===== src/rtl/pc_seq_pkg.sv =====
// rtl/pc_seq_pkg.sv - shared types and widths for the fetch-stage PC sequencer
// Contents: PC_W / IDX_W widths, pc_t / idx_t, state_t (IDLE, RUN, BRANCH, HALT), PC_MAX.
package pc_seq_pkg;

  localparam int PC_W  = 11;
  localparam int IDX_W = 6;

  typedef logic [PC_W-1:0]  pc_t;
  typedef logic [IDX_W-1:0] idx_t;

  typedef enum logic [1:0] {
    IDLE   = 2'd0,
    RUN    = 2'd1,
    BRANCH = 2'd2,
    HALT   = 2'd3
  } state_t;

  localparam pc_t PC_MAX = '1;

endpackage


===== src/rtl/pc_seq_if.sv =====
// rtl/pc_seq_if.sv - control, decoder, LUT and fetch signals of the PC sequencer
// master: decoder/control side (drives start, stall, halt, br_*, lut_target)
// slave : pc_sequencer (drives lut_index, pc, fetch_valid, done, pc_wrap)
interface pc_seq_if;
  import pc_seq_pkg::*;

  logic start;
  logic stall;
  logic halt;
  logic br_req;
  logic br_abs;
  idx_t br_idx;
  idx_t lut_index;
  pc_t  lut_target;
  pc_t  pc;
  logic fetch_valid;
  logic done;
  logic pc_wrap;

  modport master (
    output start, stall, halt, br_req, br_abs, br_idx, lut_target,
    input  lut_index, pc, fetch_valid, done, pc_wrap
  );

  modport slave (
    input  start, stall, halt, br_req, br_abs, br_idx, lut_target,
    output lut_index, pc, fetch_valid, done, pc_wrap
  );

endinterface


===== src/rtl/pc_seq_cycle_cnt.sv =====
// rtl/pc_seq_cycle_cnt.sv - saturating cycle counter for the PC sequencer
// Ports: clk, rst_n (async active-low), clr (sync clear), en (count), cnt (CNT_W, saturates at all-ones)
module pc_seq_cycle_cnt #(
  parameter int CNT_W = 16
) (
  input  logic             clk,
  input  logic             rst_n,
  input  logic             clr,
  input  logic             en,
  output logic [CNT_W-1:0] cnt
);

  always_ff @(posedge clk or negedge rst_n) begin
    if (!rst_n) begin
      cnt <= '0;
    end else if (clr) begin
      cnt <= '0;
    end else if (en && (cnt != '1)) begin
      cnt <= cnt + CNT_W'(1);
    end
  end

endmodule


===== src/rtl/pc_sequencer.sv =====
// rtl/pc_sequencer.sv - fetch-stage program counter with halt and LUT-based branches
// Ports: clk, rst_n (async active-low), bus (pc_seq_if.slave: start/stall/halt/br_* in,
//        lut_index out, lut_target in, pc/fetch_valid/done/pc_wrap out),
//        cycle_cnt (CNT_W, only when PC_SEQ_CYCLE_CNT_EN is defined).
// Optional feature macro: PC_SEQ_CYCLE_CNT_EN (RUN/BRANCH cycle counter).
module pc_sequencer
  import pc_seq_pkg::*;
#(
  parameter pc_t START_PC = '0,
  parameter int  CNT_W    = 16
) (
  input  logic             clk,
  input  logic             rst_n,
  pc_seq_if.slave          bus
`ifdef PC_SEQ_CYCLE_CNT_EN
  ,
  output logic [CNT_W-1:0] cycle_cnt
`endif
);

  state_t state_q, state_d;
  pc_t    pc_q, pc_d;
  idx_t   idx_q, idx_d;
  logic   abs_q, abs_d;
  logic   done_q, done_d;
  logic   wrap_q, wrap_d;
  logic   start_ok;

  // start is only honoured when nothing is executing
  assign start_ok = bus.start && ((state_q == IDLE) || (state_q == HALT));

  always_ff @(posedge clk or negedge rst_n) begin
    if (!rst_n) begin
      state_q <= IDLE;
      pc_q    <= '0;
      idx_q   <= '0;
      abs_q   <= 1'b0;
      done_q  <= 1'b0;
      wrap_q  <= 1'b0;
    end else begin
      state_q <= state_d;
      pc_q    <= pc_d;
      idx_q   <= idx_d;
      abs_q   <= abs_d;
      done_q  <= done_d;
      wrap_q  <= wrap_d;
    end
  end

  always_comb begin
    state_d = state_q;
    pc_d    = pc_q;
    idx_d   = idx_q;
    abs_d   = abs_q;
    done_d  = done_q;
    wrap_d  = wrap_q;
    if (start_ok) begin
      // covers both IDLE and HALT; start beats a concurrent halt
      state_d = RUN;
      pc_d    = START_PC;
      done_d  = 1'b0;
      wrap_d  = 1'b0;
    end else begin
      case (state_q)
        RUN: begin
          if (!bus.stall) begin
            if (bus.halt) begin
              state_d = HALT;
              done_d  = 1'b1;
            end else if (bus.br_req) begin
              state_d = BRANCH;
              idx_d   = bus.br_idx;
              abs_d   = bus.br_abs;
            end else begin
              pc_d = pc_q + pc_t'(1);
              if (pc_q == PC_MAX) wrap_d = 1'b1;
            end
          end
        end
        BRANCH: begin
          // lut_target is valid this cycle from the registered lut_index
          if (!bus.stall) begin
            state_d = RUN;
            pc_d    = abs_q ? bus.lut_target : (pc_q + bus.lut_target);
          end
        end
        default: ;
      endcase
    end
  end

  assign bus.pc          = pc_q;
  assign bus.lut_index   = idx_q;
  assign bus.done        = done_q;
  assign bus.pc_wrap     = wrap_q;
  assign bus.fetch_valid = (state_q == RUN) && !bus.stall;

`ifdef PC_SEQ_CYCLE_CNT_EN
  pc_seq_cycle_cnt #(.CNT_W(CNT_W)) u_cycle_cnt (
    .clk   (clk),
    .rst_n (rst_n),
    .clr   (start_ok),
    .en    ((state_q == RUN) || (state_q == BRANCH)),
    .cnt   (cycle_cnt)
  );
`endif

endmodule


===== src/flat_wrapper.sv =====
// flat-port wrapper written by rule: the top's interface ports become plain ports
module pc_sequencer_flat import pc_seq_pkg::*;
#(
  parameter pc_t START_PC = '0,
  parameter int  CNT_W    = 16
)
  (clk, rst_n, bus_start, bus_stall, bus_halt, bus_br_req, bus_br_abs, bus_br_idx, bus_lut_target, bus_lut_index, bus_pc, bus_fetch_valid, bus_done, bus_pc_wrap);
  pc_seq_if bus_i ();
  input  logic clk;
  input  logic rst_n;
  input wire logic [$bits(bus_i.start)-1:0] bus_start;
  input wire logic [$bits(bus_i.stall)-1:0] bus_stall;
  input wire logic [$bits(bus_i.halt)-1:0] bus_halt;
  input wire logic [$bits(bus_i.br_req)-1:0] bus_br_req;
  input wire logic [$bits(bus_i.br_abs)-1:0] bus_br_abs;
  input wire logic [$bits(bus_i.br_idx)-1:0] bus_br_idx;
  input wire logic [$bits(bus_i.lut_target)-1:0] bus_lut_target;
  output wire logic [$bits(bus_i.lut_index)-1:0] bus_lut_index;
  output wire logic [$bits(bus_i.pc)-1:0] bus_pc;
  output wire logic [$bits(bus_i.fetch_valid)-1:0] bus_fetch_valid;
  output wire logic [$bits(bus_i.done)-1:0] bus_done;
  output wire logic [$bits(bus_i.pc_wrap)-1:0] bus_pc_wrap;
  assign bus_i.start = bus_start;
  assign bus_i.stall = bus_stall;
  assign bus_i.halt = bus_halt;
  assign bus_i.br_req = bus_br_req;
  assign bus_i.br_abs = bus_br_abs;
  assign bus_i.br_idx = bus_br_idx;
  assign bus_i.lut_target = bus_lut_target;
  assign bus_lut_index = bus_i.lut_index;
  assign bus_pc = bus_i.pc;
  assign bus_fetch_valid = bus_i.fetch_valid;
  assign bus_done = bus_i.done;
  assign bus_pc_wrap = bus_i.pc_wrap;
  pc_sequencer #(.START_PC(START_PC), .CNT_W(CNT_W)) u_core (.clk(clk), .rst_n(rst_n), .bus(bus_i));
endmodule

===== config.mk =====
export PLATFORM = sky130hd
export DESIGN_NAME = pc_sequencer_flat
export DESIGN_NICKNAME = d
export VERILOG_FILES = /design/src/rtl/pc_seq_pkg.sv /design/src/rtl/pc_seq_if.sv /design/src/rtl/pc_seq_cycle_cnt.sv /design/src/rtl/pc_sequencer.sv /design/src/flat_wrapper.sv
export SDC_FILE = /design/constraint.sdc
export NUM_CORES = 1
export LEC_CHECK = 0
export ABC_AREA = 1
export BUFFER_PORTS_ARGS = -buffer_cell sky130_fd_sc_hd__buf_2
export CORE_MARGIN = 4
export CORE_UTILIZATION = 45
export CTS_CLUSTER_DIAMETER = 40
export DETAILED_ROUTE_END_ITERATION = 10
export GPL_TIMING_DRIVEN = 0
export PLACE_DENSITY = 0.68
export SETUP_SLACK_MARGIN = 0.1
export SYNTH_ARGS = -nofsm -noshare
export SYNTH_HDL_FRONTEND = slang
export SYNTH_SLANG_ARGS = --single-unit

===== constraint.sdc =====
create_clock -name clk -period 2.7 [get_ports clk]
set_clock_uncertainty 0.1 [all_clocks]
set_input_delay 0.27 -clock clk [delete_from_list [all_inputs] [get_ports clk]]
set_output_delay 0.27 -clock clk [all_outputs]
set_load 0.02 [all_outputs]

==> results of run 1 <==
where the power goes:
group | internal (mW) | total (mW) | leakage (nW) | switching, mW
combinational | 0.542 | 1.50 | 0.941 | 0.962
sequential | 0.469 | 0.626 | 0.276 | 0.157
clock | 0.130 | 0.236 | 0.0288 | 0.106
worst max-delay path, delay by kind of cell (launching register included):
family / cells / cell delay, ns
AND/OR/NAND/NOR: 8 / 0.73
adder cells (fa/ha/maj): 2 / 0.73
flip-flops: 1 / 0.45
kinds of logic after synthesis:
| logic type | Yosys count | share of synthesized area (%) |
|---|---|---|
| xor gates and xnor gates | 7 | 3.17 |
| muxes | 6 | 3.49 |
| and+or+nand+nor | 158 | 36.6 |
| buffers and inverters | 36 | 7.18 |
| AOI/OAI and AO/OA | 39 | 10.9 |
| DFF | 22 | 28.5 |
| adders and majority gates | 15 | 10.1 |
metal layers:
metal | track usage, % | vias to the layer above | wire length (µm)
li1 | - | 1025 | -
met1 | 25.1 | 873 | 2260
met2 | 33.4 | 54 | 2330
met3 | 2.33 | 6 | 241
met4 | 5.03 | 0 | 57
met5 | 0 | - | 0
final timing paths:
check | startpoint | endpoint | cells after the start
worst min-delay path | bus_br_idx[4] | u_core.bus.lut_index[4] | 2
min in group asynchronous | rst_n | u_core.bus.lut_index[0] | 2
worst max register to register | u_core.bus.pc[0] | u_core.bus.pc[8] | 10
worst min register to register | u_core.bus.done | u_core.bus.done | 2
worst max-delay path | u_core.bus.pc[0] | u_core.bus.pc[8] | 10
max in group asynchronous | rst_n | u_core.bus.pc[4] | 2
Yosys cell counts:
cell,n,area (µm²)
sky130_fd_sc_hd__nand2_1,90,338
sky130_fd_sc_hd__inv_1,31,116
sky130_fd_sc_hd__nor2_1,26,97.6
sky130_fd_sc_hd__a21oi_1,22,110
sky130_fd_sc_hd__dfrtp_1,22,551
sky130_fd_sc_hd__nand3_1,22,110
sky130_fd_sc_hd__ha_1,14,175
sky130_fd_sc_hd__o21ai_0,10,50.1
sky130_fd_sc_hd__mux2_2,6,67.6
sky130_fd_sc_hd__xor2_1,6,52.6
sky130_fd_sc_hd__nand3b_1,4,30.0
sky130_fd_sc_hd__nand4_1,4,25.0
sky130_fd_sc_hd__buf_2,2,10.0
sky130_fd_sc_hd__nand2_4,2,22.5
sky130_fd_sc_hd__nor3_1,2,10.0
sky130_fd_sc_hd__o21ai_1,2,10.0
sky130_fd_sc_hd__or2_2,2,12.5
sky130_fd_sc_hd__a21o_1,1,7.51
sky130_fd_sc_hd__a22oi_1,1,7.51
sky130_fd_sc_hd__clkinv_1,1,3.75
sky130_fd_sc_hd__clkinv_2,1,5.00
sky130_fd_sc_hd__fa_1,1,20.0
sky130_fd_sc_hd__inv_2,1,3.75
sky130_fd_sc_hd__nand2_2,1,6.26
sky130_fd_sc_hd__nand3_2,1,10.0
sky130_fd_sc_hd__nand4_2,1,12.5
sky130_fd_sc_hd__nor2_2,1,6.26
sky130_fd_sc_hd__nor2_4,1,11.3
sky130_fd_sc_hd__nor3_4,1,16.3
sky130_fd_sc_hd__o211ai_2,1,12.5
sky130_fd_sc_hd__o22ai_1,1,6.26
sky130_fd_sc_hd__o31ai_1,1,7.51
sky130_fd_sc_hd__xnor2_1,1,8.76
registers in the layout (all words and copies together), names as in the netlist:
name	count
u_core.abs_q	1
u_core.bus.pc_wrap	1
u_core.bus.lut_index	6
u_core.state_q	2
u_core.bus.pc	11
u_core.bus.done	1
layout make-up:
cell class / instances / area (µm²)
Inverter: 34 / 129
Tap cell: 50 / 62.6
Fill cell: 423 / 1810
Sequential cell: 22 / 551
Multi-Input combinational cell: 225 / 1240
Buffer: 2 / 10.0
Clock buffer: 4 / 55.1
Timing Repair Buffer: 44 / 225
stage by stage:
step	utilization [%]	total power [mW]	instance area, µm²	hold slack, ns	instances
after floorplan	-	1.72	1930	-0.126	283
after global placement	54.1	2.11	2210	0.176	376
after detailed placement	54.1	2.14	2210	0.176	376
after CTS	55.7	2.39	2280	0.131	381
after global routing	55.7	2.61	2280	0.132	381
final	55.7	2.37	2280	0.136	381
timing repair:
item | CTS | global route
endpoints found under the hold margin | 22 | 0
hold buffers | 1 | 0
setup endpoints to repair | 0 | 0
==> impl_metrics.env, run 1 <==
export IMPL_drive_above_1_share_pct=20.5
export IMPL_firstDrtPassIters=4
export IMPL_worst_path_max_fanout=6
export IMPL_finalCritPeriodShare_pct=78.1
export IMPL_clock_buffer_count_from_cts=3
export IMPL_crit_top_cell="sky130_fd_sc_hd__nand2_1"
export IMPL_route_detailed_vias_per_inst=5.14
export IMPL_clock_path_buffers=2
export IMPL_ys_warnings_count=0
export IMPL_setup_tns_ns=0
export IMPL_worst_setup_path_start_kind="flip-flop"
export IMPL_antennaDiodeCount=0
export IMPL_synth_cell_type_count=33
export IMPL_ctsRootBufferMaster="sky130_fd_sc_hd__clkbuf_8"
export IMPL_rsz0062_at_grt="no"
export IMPL_critical_path_endpoint_type="flip-flop"
export IMPL_max_cap_viol_count=0
export IMPL_post_drt_wl_per_cell_um=12.8
export IMPL_total_leakage_power_nw=1.25
export IMPL_gpl_final_weighted_congestion=0.799
export IMPL_dr_first_iter_drc_count=114
export IMPL_die_w_um=73.5
export IMPL_slowest_stage="sky130_fd_sc_hd__dfrtp_1"
export IMPL_synthesis_area_um2=1930
export IMPL_clk_pin_slew_ns=0.08
export IMPL_postCtsResizedCells=0
export IMPL_setup_viol=0
export IMPL_syn_num_nets=322
export IMPL_result_of_the_run="complete, no violations"
export IMPL_syn_inst=283
export IMPL_drt_antenna_violating_nets=0
export IMPL_vdd_ir_drop_worst_mv=0.612
export IMPL_wirelength_um=4890
export IMPL_layout_min_cycle_time_ns=2.11
export IMPL_min_path_type="primary input to flip-flop"
export IMPL_area_growth_synth_to_final_pct=17.7
export IMPL_row_count=23
export IMPL_worst_r2r_setup_slack_ns=0.59
export IMPL_slew_limit_headroom_pct=65.7
export IMPL_grt_pass1_vias=1882
export IMPL_design_core_area_um2=4090
export IMPL_layout_common_cells="90 x sky130_fd_sc_hd__nand2_1, 45 x sky130_fd_sc_hd__buf_2, 31 x sky130_fd_sc_hd__inv_1, 26 x sky130_fd_sc_hd__nor2_1"
export IMPL_postLayoutSetupSlackWorst_ns=0.592
export IMPL_post_cts_setup_buffer_count=0
export IMPL_num_nets_final=371
export IMPL_drt_drc_violations_left=0
export IMPL_dpl_worst_slack_ns=0.605
export IMPL_worstSetupPathType="flip-flop to flip-flop"
export IMPL_portBuffers=43
export IMPL_dp_hpwl_um=3920
export IMPL_start_util_pct=47.3
export IMPL_dieArea_um2=5410
export IMPL_max_clock_freq_ghz=0.474
export IMPL_grt_first_pass_wirelength_um=8260
export IMPL_critPathArrivalTime_ns=2.16
export IMPL_die_height_um=73.5
export IMPL_cts_sinks=22
export IMPL_detailroute_via_count=1958
export IMPL_clock_tree_from_tritoncts="yes"
export IMPL_cpPeakStageDelay_ns=0.45
export IMPL_overflow=0
export IMPL_number_of_synthesized_register_bits=22
export IMPL_grt_antenna_before_repair=0
export IMPL_final_hold_viol_count=0
export IMPL_gr_usage_all_layers_pct=19.2
export IMPL_clock_latency_ns=0.26
export IMPL_cts_htree_levels=1
export IMPL_grt_max_degree=23
export IMPL_synthesis_area_per_instance_um2=6.83
export IMPL_p_per_area_nw_per_um2=1040
export IMPL_sequential_to_total_area_share_from_yosys_stat_pct=28.5
export IMPL_actual_slew_at_the_worst_max_slew_pin_ns=0.515
export IMPL_critical_path_cell_chain="ha_1 -> fa_1 -> nand2_1 -> nand3_1 -> nand3_1 -> nand3b_1 -> nand3_1 -> nand2_1 -> nand2_1 -> nand2_1"
export IMPL_required_ns=2.75
export IMPL_num_io_pins=44
export IMPL_final_common_cell="sky130_fd_sc_hd__nand2_1"
export IMPL_max_slew_violation_total_from_the_final_report=0
(Power assumes the default switching activity.)
==> inputs of run 2 (changes only) <==
==> constraint.sdc (replaced) <==
create_clock -name clk -period 2.2 [get_ports clk]
set_clock_uncertainty 0.1 [all_clocks]
set_input_delay 0.22 -clock clk [delete_from_list [all_inputs] [get_ports clk]]
set_output_delay 0.22 -clock clk [all_outputs]
set_load 0.02 [all_outputs]
==> run 2 against run 1 <==
Against the previous run: first-iteration DRC count is 7.9% lower; total power is 23% higher; critical path type unchanged; largest power group unchanged; cell area is 0.71% higher; largest cell class unchanged; sequential power is 23% higher; worst hold slack worse by 0.049 ns; flip-flop and latch count stayed put; core utilization is 0.40 points higher; register-to-register slack worse by 0.36 ns; via count is 0.82% lower; sequential share of layout area is 0.12 points lower.
==> impl_metrics.env, run 2 (synthesis results as in run 1) <==
export IMPL_worst_setup_path_start_kind="flip-flop"
export IMPL_result_of_the_run="complete, no violations"
export IMPL_max_cap_viol_count=0
export IMPL_min_path_type="primary input to flip-flop"
export IMPL_drive_above_1_share_pct=22.1
export IMPL_final_common_cell="sky130_fd_sc_hd__nand2_1"
export IMPL_dp_hpwl_um=3920
export IMPL_grt_antenna_before_repair=0
export IMPL_rsz0062_at_grt="yes"
export IMPL_clk_pin_slew_ns=0.08
export IMPL_slew_limit_headroom_pct=65.9
export IMPL_vdd_ir_drop_worst_mv=0.753
export IMPL_antennaDiodeCount=0
export IMPL_nFillCells=420
export IMPL_total_placed_instance_area_um2=2210
export IMPL_die_w_um=73.5
export IMPL_num_io_pins=44
export IMPL_largest_reg_flops=11
export IMPL_clock_buffer_count_from_cts=3
export IMPL_post_drt_wl_per_cell_um=12.7
export IMPL_die_height_um=73.5
export IMPL_critPathArrivalTime_ns=2.03
export IMPL_worstSetupPathType="flip-flop to flip-flop"
export IMPL_gpl_final_weighted_congestion=0.799
export IMPL_ctsRootBufferMaster="sky130_fd_sc_hd__clkbuf_8"
export IMPL_layout_common_cells="90 x sky130_fd_sc_hd__nand2_1, 45 x sky130_fd_sc_hd__buf_2, 31 x sky130_fd_sc_hd__inv_1, 26 x sky130_fd_sc_hd__nor2_1, 22 x sky130_fd_sc_hd__a21oi_1"
export IMPL_post_cts_setup_buffer_count=0
export IMPL_cts_htree_levels=1
export IMPL_detailroute_via_count=1942
export IMPL_start_util_pct=47.3
export IMPL_area_growth_synth_to_final_pct=18.6
export IMPL_portBuffers=43
export IMPL_worst_path_max_fanout=7
export IMPL_required_ns=2.26
export IMPL_layoutNonFillerInstCount=381
export IMPL_max_clock_freq_ghz=0.508
export IMPL_clock_latency_ns=0.26
export IMPL_placed_cells_incl_taps=376
export IMPL_drt_antenna_violating_nets=0
export IMPL_dr_first_iter_drc_count=105
export IMPL_clock_tree_from_tritoncts="yes"
export IMPL_gr_usage_all_layers_pct=19.2
export IMPL_wirelength_um=4850
export IMPL_num_nets_final=371
export IMPL_firstDrtPassIters=4
export IMPL_area_occupied_by_multi_input_gates_um2=1260
export IMPL_grt_max_degree=23
export IMPL_grt_first_pass_wirelength_um=8260
export IMPL_critical_path_endpoint_type="flip-flop"
export IMPL_max_slew_violation_total_from_the_final_report=0
export IMPL_setup_viol=0
export IMPL_clock_path_buffers=2
export IMPL_design_core_area_um2=4090
export IMPL_dieArea_um2=5410
export IMPL_postLayoutCellArea_um2=2290
export IMPL_total_leakage_power_nw=1.25
export IMPL_layout_min_cycle_time_ns=1.97
export IMPL_actual_slew_at_the_worst_max_slew_pin_ns=0.512
export IMPL_overflow=0
export IMPL_drt_drc_violations_left=0
export IMPL_setup_tns_ns=0
export IMPL_row_count=23
export IMPL_finish_utilization_pct=56.1
export IMPL_final_hold_viol_count=0
export IMPL_cts_sinks=22
export IMPL_route_detailed_vias_per_inst=5.10
export IMPL_finalCritPeriodShare_pct=89.5
export IMPL_grt_pass1_vias=1882
export IMPL_ff_latch_area_um2=552
export IMPL_p_per_area_nw_per_um2=1270
run 2: through the flow:
step	worst slack [ns]	hold slack, ns	power (mW)
after global routing	0.0702	0.0818	3.22
after detailed placement	0.105	0.126	2.62
after CTS	0.140	0.0812	2.94
after global placement	0.117	0.126	2.59
after floorplan	0.253	-0.176	2.12
final	0.231	0.0865	2.92
run 2: per-layer routing:
metal	GRT usage, %	up-vias	routed length, µm
li1	-	1026	-
met1	25.1	854	2200
met2	33.4	56	2320
met3	2.33	6	270
met4	5.03	0	57
met5	0	-	0
run 2: path summary, 6_finish.rpt:
| kind | startpoint | end | slack, ns | depth (start not counted) |
|---|---|---|---|---|
| worst min register to register | u_core.bus.done | u_core.bus.done | 0.41 | 2 |
| min in group asynchronous | rst_n | u_core.bus.lut_index[0] | 0.37 | 2 |
| worst max-delay path | u_core.bus.pc[2] | u_core.bus.pc[5] | 0.23 | 8 |
| worst max register to register | u_core.bus.pc[2] | u_core.bus.pc[5] | 0.23 | 8 |
| worst min-delay path | bus_br_idx[4] | u_core.bus.lut_index[4] | 0.09 | 2 |
| max in group asynchronous | rst_n | u_core.bus.pc[0] | 1.27 | 2 |
run 2: layout make-up:
| class | count | share of cell area [%] |
|---|---|---|
| multi-input combinational | 225 | 54.9 |
| sequential | 22 | 24.1 |
| timing repair buffer | 44 | 9.83 |
| inverter | 34 | 5.62 |
| tap | 50 | 2.73 |
| clock buffer | 4 | 2.40 |
| buffer | 2 | 0.437 |
run 2: report_power, final:
part | leakage, nW | switching, mW | internal (mW) | total (mW)
sequential | 0.275 | 0.191 | 0.577 | 0.769
clock | 0.0288 | 0.130 | 0.159 | 0.289
combinational | 0.943 | 1.19 | 0.673 | 1.86
run 2: critical path, stage by stage, from the launching register on:
cell and delay [ns]:
sky130_fd_sc_hd__dfrtp_1 0.47, sky130_fd_sc_hd__ha_1 0.40, sky130_fd_sc_hd__or2_2 0.35, sky130_fd_sc_hd__nand3_1 0.13, sky130_fd_sc_hd__nand3b_1 0.09, sky130_fd_sc_hd__nand3_1 0.09
sky130_fd_sc_hd__nand2_1 0.09, sky130_fd_sc_hd__nand3_1 0.09, sky130_fd_sc_hd__nand2_1 0.06
run 2: repair_timing:
item / 4_1_cts / 5_1_grt
pin swaps: 0 / 0
gates resized for setup: 1 / 4
hold buffers: 1 / 0
endpoints found under the setup margin: 2 / 3
hold endpoints to repair: 22 / 0
